File: src/rtl/viterbi_pkg.sv
// Shared trellis helpers for the Viterbi ACS datapath: state count, predecessor
// and input-bit mapping, branch-metric indexing and the normalisation threshold.
package viterbi_pkg;

  function automatic int unsigned num_states(input int unsigned k);
    return 32'd1 << (k - 32'd1);
  endfunction

  function automatic int unsigned pred0(input int unsigned s, input int unsigned k);
    return (s << 1) & (num_states(k) - 32'd1);
  endfunction

  function automatic int unsigned pred1(input int unsigned s, input int unsigned k);
    return pred0(s, k) + 32'd1;
  endfunction

  function automatic int unsigned in_bit(input int unsigned s, input int unsigned k);
    return s >> (k - 32'd2);
  endfunction

  function automatic int unsigned bm_index(input int unsigned p, input int unsigned b);
    return 32'd2 * p + b;
  endfunction

  function automatic int unsigned norm_th(input int unsigned w);
    return 32'd1 << (w - 32'd1);
  endfunction

endpackage

File: src/rtl/acs_cell.sv
// Single-state add-compare-select: two saturating candidate sums, pick the
// smaller one, ties go to the candidate from the even predecessor.
module acs_cell
  import viterbi_pkg::*;
#(
  parameter int W  = 8,
  parameter int BW = 2
) (
  input  logic [W-1:0]  pm0,
  input  logic [W-1:0]  pm1,
  input  logic [BW-1:0] bm0,
  input  logic [BW-1:0] bm1,
  output logic [W-1:0]  pm_new,
  output logic          dec
);

  logic [W:0]   sum0;
  logic [W:0]   sum1;
  logic [W-1:0] sat0;
  logic [W-1:0] sat1;

  assign sum0 = {1'b0, pm0} + {{(W+1-BW){1'b0}}, bm0};
  assign sum1 = {1'b0, pm1} + {{(W+1-BW){1'b0}}, bm1};

  // The carry bit flags overflow; clamp to all-ones instead of wrapping.
  assign sat0 = sum0[W] ? {W{1'b1}} : sum0[W-1:0];
  assign sat1 = sum1[W] ? {W{1'b1}} : sum1[W-1:0];

  assign dec    = (sat1 < sat0);
  assign pm_new = dec ? sat1 : sat0;

endmodule

File: src/rtl/acs_array.sv
// Parametrised ACS engine holding the path metrics as feedback registers.
// Define ACS_BEST_STATE_EN to add best_state/best_metric argmin outputs.
module acs_array
  import viterbi_pkg::*;
#(
  parameter  int K       = 3,
  parameter  int W       = 8,
  parameter  int BW      = 2,
  parameter  int INIT_PM = 2 ** (W - 2),
  localparam int NS      = 2 ** (K - 1)
) (
  input  logic             clk,
  input  logic             rst,
  input  logic             start,
  input  logic             bm_valid,
  input  logic [NS*2*BW-1:0] bm,
  output logic             dec_valid,
  output logic [NS-1:0]    dec,
  output logic [NS*W-1:0]  pm_out,
`ifdef ACS_BEST_STATE_EN
  output logic [K-2:0]     best_state,
  output logic [W-1:0]     best_metric,
`endif
  output logic             norm_evt
);

  localparam logic [W-1:0] INIT_W  = W'(INIT_PM);
  localparam logic [W-1:0] NORM_TH = W'(norm_th(W));

  logic [W-1:0]  pm_reg [NS];
  logic [W-1:0]  cand_pm [NS];
  logic [W-1:0]  pm_next [NS];
  logic [NS-1:0] cand_dec;
  logic [NS-1:0] dec_reg;
  logic          dec_valid_reg;
  logic          norm_evt_reg;
  logic [W-1:0]  min_val;
  logic          norm_hit;

  genvar gi;
  generate
    for (gi = 0; gi < NS; gi++) begin : g_state
      localparam int P0  = int'(pred0(gi, K));
      localparam int P1  = int'(pred1(gi, K));
      localparam int B   = int'(in_bit(gi, K));
      localparam int IX0 = int'(bm_index(P0, B)) * BW;
      localparam int IX1 = int'(bm_index(P1, B)) * BW;

      acs_cell #(.W(W), .BW(BW)) u_cell (
        .pm0    (pm_reg[P0]),
        .pm1    (pm_reg[P1]),
        .bm0    (bm[IX0 +: BW]),
        .bm1    (bm[IX1 +: BW]),
        .pm_new (cand_pm[gi]),
        .dec    (cand_dec[gi])
      );

      assign pm_next[gi]          = norm_hit ? (cand_pm[gi] - NORM_TH) : cand_pm[gi];
      assign pm_out[gi*W +: W]    = pm_reg[gi];
    end
  endgenerate

`ifdef ACS_BEST_STATE_EN
  logic [K-2:0] min_idx;
`endif

  // Strict less-than keeps the lowest index on ties.
  always_comb begin
    min_val = cand_pm[0];
`ifdef ACS_BEST_STATE_EN
    min_idx = '0;
`endif
    for (int i = 1; i < NS; i++) begin
      if (cand_pm[i] < min_val) begin
        min_val = cand_pm[i];
`ifdef ACS_BEST_STATE_EN
        min_idx = (K-1)'(i);
`endif
      end
    end
  end

  assign norm_hit = (min_val >= NORM_TH);

  always_ff @(posedge clk) begin
    if (rst || start) begin
      for (int i = 0; i < NS; i++) begin
        pm_reg[i] <= (i == 0) ? '0 : INIT_W;
      end
      dec_reg       <= '0;
      dec_valid_reg <= 1'b0;
      norm_evt_reg  <= 1'b0;
    end else if (bm_valid) begin
      for (int i = 0; i < NS; i++) begin
        pm_reg[i] <= pm_next[i];
      end
      dec_reg       <= cand_dec;
      dec_valid_reg <= 1'b1;
      norm_evt_reg  <= norm_hit;
    end else begin
      dec_valid_reg <= 1'b0;
      norm_evt_reg  <= 1'b0;
    end
  end

`ifdef ACS_BEST_STATE_EN
  logic [K-2:0] best_state_reg;
  logic [W-1:0] best_metric_reg;

  always_ff @(posedge clk) begin
    if (rst || start) begin
      best_state_reg  <= '0;
      best_metric_reg <= '0;
    end else if (bm_valid) begin
      best_state_reg  <= min_idx;
      best_metric_reg <= norm_hit ? (min_val - NORM_TH) : min_val;
    end
  end

  assign best_state  = best_state_reg;
  assign best_metric = best_metric_reg;
`endif

  assign dec       = dec_reg;
  assign dec_valid = dec_valid_reg;
  assign norm_evt  = norm_evt_reg;

endmodule

File: config.mk
export PLATFORM = sky130hd
export DESIGN_NAME = acs_array
export DESIGN_NICKNAME = d
export VERILOG_FILES = /design/src/rtl/viterbi_pkg.sv /design/src/rtl/acs_cell.sv /design/src/rtl/acs_array.sv
export SDC_FILE = /design/constraint.sdc
export NUM_CORES = 1
export LEC_CHECK = 0
export ABC_AREA = 1
export CORE_MARGIN = 10
export CORE_UTILIZATION = 45
export CTS_CLUSTER_DIAMETER = 100
export DETAILED_ROUTE_END_ITERATION = 6
export PLACE_DENSITY = 0.67
export SLEW_MARGIN = 20
export SYNTH_ARGS = -nofsm -noshare
export SYNTH_HDL_FRONTEND = slang
export SYNTH_SLANG_ARGS = --single-unit
File: constraint.sdc
create_clock -name clk -period 10.5 [get_ports clk]
set_clock_uncertainty 0.05 [all_clocks]
set_input_delay 2.1 -clock clk [delete_from_list [all_inputs] [get_ports clk]]
set_output_delay 2.1 -clock clk [all_outputs]
set_load 0.01 [all_outputs]
==> out/qor.yml <==
finish:
  nets: 873
  antenna_cells: 0
  mostFrequentLayoutCells: "nand2_1, inv_1, nor2_1"
  fin_area_um2: 5650
  final_common_cell: "nand2_1"
  layout-drive-gt1-share_pct: 7.15
  syn2layout_area_growth_pct: 17.9
  fillers: 1061
  largest_reg_flops: 32
sta:
  fmax_mhz: 106
  final_max_slew_viol_count: 0
  max_slew_margin_pct: 56.6
  period_minus_slack_ns: 9.39
  grt_setup_unrepaired: "false"
  hold_viol_final: 0
  tightest_slew_ns: 0.644
  finalSetupViolCount: 0
  period_share_pct: 89.5
  fin_tns_setup_ns: 0
cts:
  hold_buffers: 0
  cts-resized-gates: 0
  cts_htree_levels: 2
  numCtsBuffers: 5
  tritoncts: "built"
  cts_setup_buffers: 0
  clock_latency_ns: 0.30
  cts_sinks: 38
  clock_path_buffers: 2
  path_clk_slew_ns: 0.08
  root_buffer: "clkbuf_8"
synthesis:
  syn_area_per_cell_um2: 6.61
  synth-seq-cells: 38
  ys_warn_count: 0
  yosysSeqAreaShare_pct: 22.6
  synth_top_area_share_pct: 20.1
  yosys.area.top_type: "edfxtp_1"
  ys_types: 32
  syn_area_um2: 4790
  synthCells: 725
  syn-num-nets: 816
  synthTopCellsByArea: "edfxtp_1, ha_1, nand2_1, inv_1, nor2_1"
detailed_routing:
  routed_via_density: 5.17
  final_antenna_net_count: 0
  routedWlPerCell_um: 14.7
  drtIter0Drc: 257
  dr_wl_met3_um: 882
  vias: 4754
  drtPass1Iterations: 4
  drc: 0
  met2_wirelength_mm: 6.11
  top_layer: "met4"
  drt-met1-wl_mm: 6.43
  routed_wl_mm: 13.5
worst_setup_path:
  cp_common_cell: "nor2_1"
  worstPathArrival_ns: 9.40
  rr_startpoint: "pm_reg[3][0]"
  startpoint: "bm[12]"
  crit_type: "in2reg"
  endpoint_kind: "flip-flop"
  start_kind: "input pin"
  rrSetupSlack_ns: 2.93
  crit_required_ns: 10.51
  path_max_fanout: 15
  reg2reg_depth: 39
  worst-path-buf-inv: 6
  endpoint: "pm_reg[2][7]"
  slowest_stage: "o21ai_0"
  rr_endpoint: "pm_reg[2][7]"
  crit_family: "compound AO/OA/AOI/OAI gates"
  crit_cells: 40
  crit_path_max_incr_delay_ns: 0.56
status:
  status: "finished, final reports clean"
global_route:
  grt_pass1_wl_mm: 22.0
  grt_pass1_vias: 4521
  grt_max_degree: 35
  antenna_found_initial: 0
  grt_usage_pct: 17.9
  grt_remaining_overflow: 0
die:
  dieArea_um2: 15200
  io_pins: 58
  die_h_um: 123
  rows: 37
  dieWidth_um: 123
  coreArea_um2: 10400
  start_util_pct: 46.2
placed_design:
  gp_congestion: 0.908
  dp_hpwl_mm: 11.3
  place_area_um2: 5520
  port-buffer-count: 57
pwr:
  power_density_nw_per_um2: 324
  vdd_drop_max_v: 0.000324
  leakage_uw: 0.00259
flow_run:
  max_cap_violations: 0
worst_hold_path:
  hp-class: "reg2reg"
## stage by stage
step / std cells / worst slack [ns] / power (µW) / utilization (%) / hold WS (ns)
finish: 919 / 1.11 / 1830 / 54.5 / 0.440
global route: 919 / 0.380 / 2070 / 54.5 / 0.481
CTS: 919 / 1.11 / 1820 / 54.5 / 0.443
detailed placement: 911 / 0.824 / 1670 / 53.2 / 0.424
global placement: 911 / 1.15 / 1610 / 53.2 / 0.419
floorplan: 725 / 2.12 / 1320 / - / 0.459
## worst min-delay path by stage
stage,from,to,slack [ns],depth (start not counted)
after floorplan,dec[1],dec[1],0.46,2
after global placement,dec[3],dec[3],0.42,2
after detailed placement,dec[3],dec[3],0.42,2
after CTS,dec[3],dec[3],0.44,2
after global routing,dec[1],dec[1],0.48,2
final,dec[3],dec[3],0.44,2
## worst register-to-register path, delay by kind of cell (launching register included)
| kind | cells | cell delay, ns |
|---|---|---|
| flops | 1 | 0.41 |
| fa+ha+maj | 6 | 1.80 |
| simple gates | 20 | 2.10 |
| buf+inv | 5 | 0.52 |
| compound gates | 8 | 2.43 |
## metal layers
layer  GRT usage (%)  vias up
met5               0        -
met4            2.40        0
met3            2.83       13
met2            29.6      129
met1            24.6     2158
li1                -     2454
## logic make-up after synthesis
logic type / count (synthesis) / share of synthesized area [%]
and+or+nand+nor: 355 / 32.4
buffers and inverters: 132 / 10.4
AOI/OAI and AO/OA: 123 / 13.7
adders and majority gates: 71 / 19.8
DFF: 38 / 22.6
xor gates and xnor gates: 6 / 1.10
## where the power goes
part           switching, µW  total (µW)  internal [µW]
clock                   58.8         153           94.1
combinational            940        1450            512
sequential              34.9         227            192
total                   1030        1830            798
## synth_stat cells, drive strengths merged
| master | instances |
|---|---|
| buf | 2 |
| dfxtp | 6 |
| nor4 | 2 |
| edfxtp | 32 |
| nand2 | 189 |
| clkinv | 2 |
| or2 | 8 |
| nand3b | 3 |
| nand4 | 4 |
| o21a | 3 |
| xor2 | 6 |
| nor3 | 13 |
| o211ai | 2 |
| ha | 63 |
| o21ai | 70 |
| a21oi | 39 |
| inv | 120 |
| nand3 | 33 |
| fa | 8 |
| clkbuf | 8 |
| o21bai | 2 |
| a211oi | 7 |
| nor2 | 103 |
## final cells by class
cell class / instances / area (µm²) / area share, %
tap: 136 / 170 / 3.01
timing repair buffer: 60 / 593 / 10.5
inverter: 122 / 458 / 8.11
multi-input combinational: 555 / 3210 / 56.9
clock buffer: 5 / 68.8 / 1.22
sequential: 38 / 1080 / 19.1
clock inverter: 3 / 63.8 / 1.13
Power figures use the tool's default switching activity.
==> variant 1: new RTL, config.mk and constraints unchanged <==
`W` is set to 8 in 2 places; all go to 9.
--- a/src/rtl/acs_cell.sv
+++ b/src/rtl/acs_cell.sv
@@ -3,7 +3,7 @@
 module acs_cell
   import viterbi_pkg::*;
 #(
-  parameter int W  = 8,
+  parameter int W  = 9,
   parameter int BW = 2
 ) (
   input  logic [W-1:0]  pm0,
--- a/src/rtl/acs_array.sv
+++ b/src/rtl/acs_array.sv
@@ -4,7 +4,7 @@
   import viterbi_pkg::*;
 #(
   parameter  int K       = 3,
-  parameter  int W       = 8,
+  parameter  int W       = 9,
   parameter  int BW      = 2,
   parameter  int INIT_PM = 2 ** (W - 2),
   localparam int NS      = 2 ** (K - 1)
Ports: changed (resized pm_out); port bits go from 58 to 62. The function was not compared with the original's and may differ.
==> variant 1 against the original RTL <==
  * Sequential power rose by 3%
  * Hold slack better by 0.0064 ns
  * Via count up 12%
  * Wire length is 14% higher
  * Final area rose by 13%
  * Synthesized area rose by 13%
  * Synthesized cell count rose by 12%
  * Power fell by 12%
  * Worst setup slack got worse by 0.31 ns
  * Sequential cell count increased by 4
  * Critical path type unchanged
  * Largest cell class unchanged
==> variant 1: results (changes against the original RTL) <==
| Metric | Value |
|---|---|
| Number of global-route vias before repair | 4746 (+5.0%) |
| Wire length of the first global-routing pass | 24.7 mm (+13%) |
| Critical-path cell with the highest stage delay | sky130_fd_sc_hd__a211oi_1 |
| DR WL met2 | 6.52 mm (+6.7%) |
| Fraction of power spent switching nets | 53.6% (-2.8 points) |
| Pin count of the biggest net entering global routing | 39 (+11%) |
| TritonRoute pass-1 iters | 5 (+1) |
| Root Buffer | sky130_fd_sc_hd__clkbuf_16 |
| Number of DRC markers after the initial detailed-route iteration | 488 (+90%) |
| VDD IR max | 155 µV (-52%) |
| Crit. Startpoint | bm[4] |
| Logic pwr share | 72.5% (-6.8 points) |
| Number of nets in the finished design | 966 (+11%) |
| Static Leakage | 0.00303 µW (+17%) |
| Crit path max fanout | 17 (+2) |
| Largest register FFs | 36 (+13%) |
| Clock-pin slew on the worst setup and hold paths | 0.06 ns (-0.02 ns) |
| Number of enable-type register cells in the synthesized netlist | 36 (+13%) |
| Slew margin rel. | 46.5% (-10 points) |
| Detailed route wirelength on metal3 | 1.20 mm (+36%) |
| Startpoint of the lowest-slack register-to-register path | pm_reg[1][0] |
| Portion of the post-synthesis area used by sequential elements | 22.1% (-0.43 points) |
| Post-synthesis net count | 907 (+11%) |
| PortBufs | 61 (+7.0%) |
| Global Route Usage Sum | 18.2% (+0.29 points) |
| Power of the clock network | 211 µW (+38%) |
| Result of the run | complete, no violations |
| Slowest cell delay on critical path | 0.54 ns (-0.02 ns) |
| Post-Route M1 WL | 7.57 mm (+18%) |
| Leading post-synthesis cells by cell area | sky130_fd_sc_hd__edfxtp_1 20%, sky130_fd_sc_hd__ha_1 16%, sky130_fd_sc_hd__nand2_1 14%, sky130_fd_sc_hd__inv_1 9.0%, sky130_fd_sc_hd__o21ai_0 6.3% |
==> variant 1: cell families (layout without fill, tap and decap cells) <==
kind of cell,Yosys count,in the layout,synth area share (%)
simple gates,403,403,33.0
buf+inv,152,212,10.8
compound gates,111,111,11.1
fa+ha+maj,76,76,18.6
flops,42,42,22.1
xor+xnor,27,27,4.36
==> variant 1: path summary, 6_finish.rpt <==
check                 endpoint  slack (ns)  depth (start not counted)
setup / recovery  pm_reg[0][8]        0.80                         37
hold / removal          dec[2]        0.45                          2
setup reg to reg  pm_reg[0][8]        2.65                         36
hold reg to reg         dec[2]        0.45                          2
==> variant 1: worst max-delay path, delay by kind of cell <==
kind / cells / cell delay (ns)
buf+inv: 6 / 0.87
simple gates: 16 / 1.83
fa+ha+maj: 6 / 1.84
compound gates: 9 / 3.06
==> variant 1: layer usage <==
metal	vias to the layer above	global-route usage, %
met5	-	0
met1	2400	27.2
li1	2753	-
met2	175	26.8
met4	0	2.71
met3	17	3.41
==> variant 1: repair_timing <==
action / 4_1_cts / 5_1_grt
buffers inserted: 0 / 0
resized for setup: 0 / 1
hold buffers: 0 / 0
endpoints found under the setup margin: 0 / 4
==> variant 1: cell type report <==
type	instances	area share [%]
well taps	147	2.88
multi-input cells	617	57.1
repair buffers	64	9.92
flip-flops and latches	42	18.8
clock inverters	3	1.08
inverters	140	8.23
clock buffers	5	1.96
==> variant 1: through the flow <==
step | cells | util [%] | power, µW | worst slack (ns)
after floorplan | 811 | - | 1100 | 1.64
after global routing | 1018 | 53.6 | 1780 | 0.0831
after global placement | 1010 | 51.9 | 1360 | 0.671
after detailed placement | 1010 | 51.9 | 1380 | 0.375
after CTS | 1018 | 53.6 | 1600 | 0.653
final | 1018 | 53.6 | 1610 | 0.800
==> variant 2: new RTL, same flow settings <==
Without the edit above. Register the input `bm` before use. The logic sees it one clock later. The other inputs are not delayed to match.
--- a/src/rtl/acs_array.sv
+++ b/src/rtl/acs_array.sv
@@ -27,6 +27,12 @@
   localparam logic [W-1:0] INIT_W  = W'(INIT_PM);
   localparam logic [W-1:0] NORM_TH = W'(norm_th(W));
 
+  logic [NS*2*BW-1:0] bm_q;
+
+  always_ff @(posedge clk) begin
+    bm_q <= bm;
+  end
+
   logic [W-1:0]  pm_reg [NS];
   logic [W-1:0]  cand_pm [NS];
   logic [W-1:0]  pm_next [NS];
@@ -49,8 +55,8 @@
       acs_cell #(.W(W), .BW(BW)) u_cell (
         .pm0    (pm_reg[P0]),
         .pm1    (pm_reg[P1]),
-        .bm0    (bm[IX0 +: BW]),
-        .bm1    (bm[IX1 +: BW]),
+        .bm0    (bm_q[IX0 +: BW]),
+        .bm1    (bm_q[IX1 +: BW]),
         .pm_new (cand_pm[gi]),
         .dec    (cand_dec[gi])
       );
Formal check against the unedited RTL: not equivalent (Yosys sat finds a counterexample within 4 cycles, from zero or initial values).
==> variant 2 against the original RTL <==
  * Wire length is 4.7% higher
  * First-iteration DRC count increased by 6.2%
  * Power decreased by 3.7%
  * Critical path depth is 5 lower
  * Worst setup slack gained 1.9 ns
  * Synthesized area rose by 6.7%
  * Hold slack better by 0.010 ns
  * Die area is 5.6% higher
  * Final area grew 6.0%
  * Utilization about the same
  * Sequential power increased by 28%
  * Sequential cell count up 16
  * Combinational power shrank 9.7%
  * Clock power up 9.8%
  * Largest cell class unchanged
  * Largest power group unchanged
==> variant 2: results (changes against the original RTL) <==
| Metric | Value |
|---|---|
| Result of the run | complete, no violations |
| Number of nets in the finished design | 886 (+1.5%) |
| DR WL met2 | 6.17 mm (+0.97%) |
| Post-synthesis net count | 829 (+1.6%) |
| Portion of the post-synthesis area used by sequential elements | 27.4% (+4.8 points) |
| Synth async-reset ratio | 0% (unchanged) |
| Leading post-synthesis cells by cell area | sky130_fd_sc_hd__edfxtp_1 19%, sky130_fd_sc_hd__ha_1 15%, sky130_fd_sc_hd__nand2_1 12%, sky130_fd_sc_hd__dfxtp_1 8.6%, sky130_fd_sc_hd__inv_1 8.4% |
| Crit. Startpoint | pm_reg[0][0] |
| Total Routed Length | 14.2 mm (+4.7%) |
| Arrival time at the worst endpoint | 7.50 ns (-1.90 ns) |
| Power dissipated by switching net loads | 956 µW (-7.6%) |
| Root Buffer | sky130_fd_sc_hd__clkbuf_16 |
| Met2 capacity usage during global routing | 26.9% (-2.7 points) |
| Number of global-route vias before repair | 4641 (+2.7%) |
| DP Wirelength | 11.9 mm (+5.0%) |
| Period utilisation layout | 71.3% (-18 points) |
| Startpoint of the lowest-slack register-to-register path | pm_reg[0][0] |
| Transition time at the pin with the least slew margin | 0.656 ns (+0.0115 ns) |
| Number of DRC markers after the initial detailed-route iteration | 273 (+6.2%) |
| TritonRoute pass-1 iters | 6 (+2) |
| Top routing layer used | met4 |
| VDD IR max | 191 µV (-41%) |
| Worst R2R Path Depth | 35 (-10%) |
| Top post-synthesis cells by count | 165 x sky130_fd_sc_hd__nand2_1, 115 x sky130_fd_sc_hd__inv_1, 95 x sky130_fd_sc_hd__nor2_1 |
| Detailed-route via count | 4834 (+1.7%) |
| Critical-path cell with the highest stage delay | sky130_fd_sc_hd__a211oi_1 |
| Fraction of layout instances using a drive strength above 1 | 7.04% (-0.12 points) |
| Endpoint of the worst setup timing path | pm_reg[3][7] |
| R2R setup slack | 3.01 ns (+0.08 ns) |
| Wire length of the first global-routing pass | 23.4 mm (+6.3%) |
| Met3 layer usage reported by global route | 4.75% (+1.9 points) |
| Static Leakage | 0.00275 µW (+6.2%) |
| Met1 track utilization from global routing | 24.2% (-0.36 points) |
| Share of total power in sequential cells | 16.4% (+4.0 points) |
| Number of unique standard cell types used by synthesis | 35 (+9.4%) |
| Sequential Power | 290 µW (+28%) |
| Placed Area | 0.00584 mm² (+5.9%) |
| PortBufs | 57 (unchanged) |
| Global Route Usage Sum | 17.6% (-0.30 points) |
| Detailed route wirelength on metal3 | 1.16 mm (+32%) |
| Slowest cell delay on critical path | 0.47 ns (-0.09 ns) |
| Crit path max fanout | 15 (unchanged) |
| Post-Route M1 WL | 6.68 mm (+3.9%) |
| Comb pwr | 1310 µW (-9.7%) |
| Gpl congestion | 0.952 (+4.9%) |
## variant 2: cell count changes in the layout (fill, tap and decap cells not counted), sizes merged, moves of 2 or more
cell,delta
a21oi,-2
bufinv,-2
clkbuf,+3
clkinv,-2
dfxtp,+16
nand2,+2
nand3,+3
nor3,-3
o21ai,-3
xnor2,+3
## variant 2: worst min-delay path by stage
stage | startpoint | end | slack, ns | cells after the start
detailed placement | dec[0] | dec[0] | 0.44 | 2
global route | dec[3] | dec[3] | 0.48 | 2
floorplan | dec[1] | dec[1] | 0.46 | 2
finish | dec[3] | dec[3] | 0.45 | 2
CTS | dec[0] | dec[0] | 0.45 | 2
global placement | dec[2] | dec[2] | 0.43 | 2
## variant 2: logic make-up after synthesis
logic type,share of synthesized area (%)
buf+inv,9.52
fa+ha+maj,18.5
simple gates,30.5
compound gates,12.7
xor+xnor,1.37
flops,27.4
## variant 2: per-stage QoR
| stage | hold WS, ns | std cells | utilization (%) |
|---|---|---|---|
| floorplan | 0.459 | 738 | - |
| global placement | 0.427 | 928 | 53.2 |
| detailed placement | 0.438 | 928 | 53.2 |
| CTS | 0.454 | 936 | 54.5 |
| global route | 0.476 | 936 | 54.5 |
| finish | 0.450 | 936 | 54.5 |
## variant 2: area by class of cell
class / instances / area, µm² / share of cell area, %
Clock buffer: 8 / 146 / 2.45
Multi-Input combinational cell: 555 / 3230 / 53.9
Timing Repair Buffer: 59 / 586 / 9.78
Tap cell: 140 / 175 / 2.93
Inverter: 120 / 450 / 7.53
Sequential cell: 54 / 1400 / 23.4
## variant 2: worst max-delay path: cells and delay by family, from the launching register on
family	cells	cell delay, ns
adder cells (fa/ha/maj)	6	1.83
AO/OA/AOI/OAI	11	2.96
flip-flops	1	0.41
AND/OR/NAND/NOR	16	1.85
buffers and inverters	2	0.13
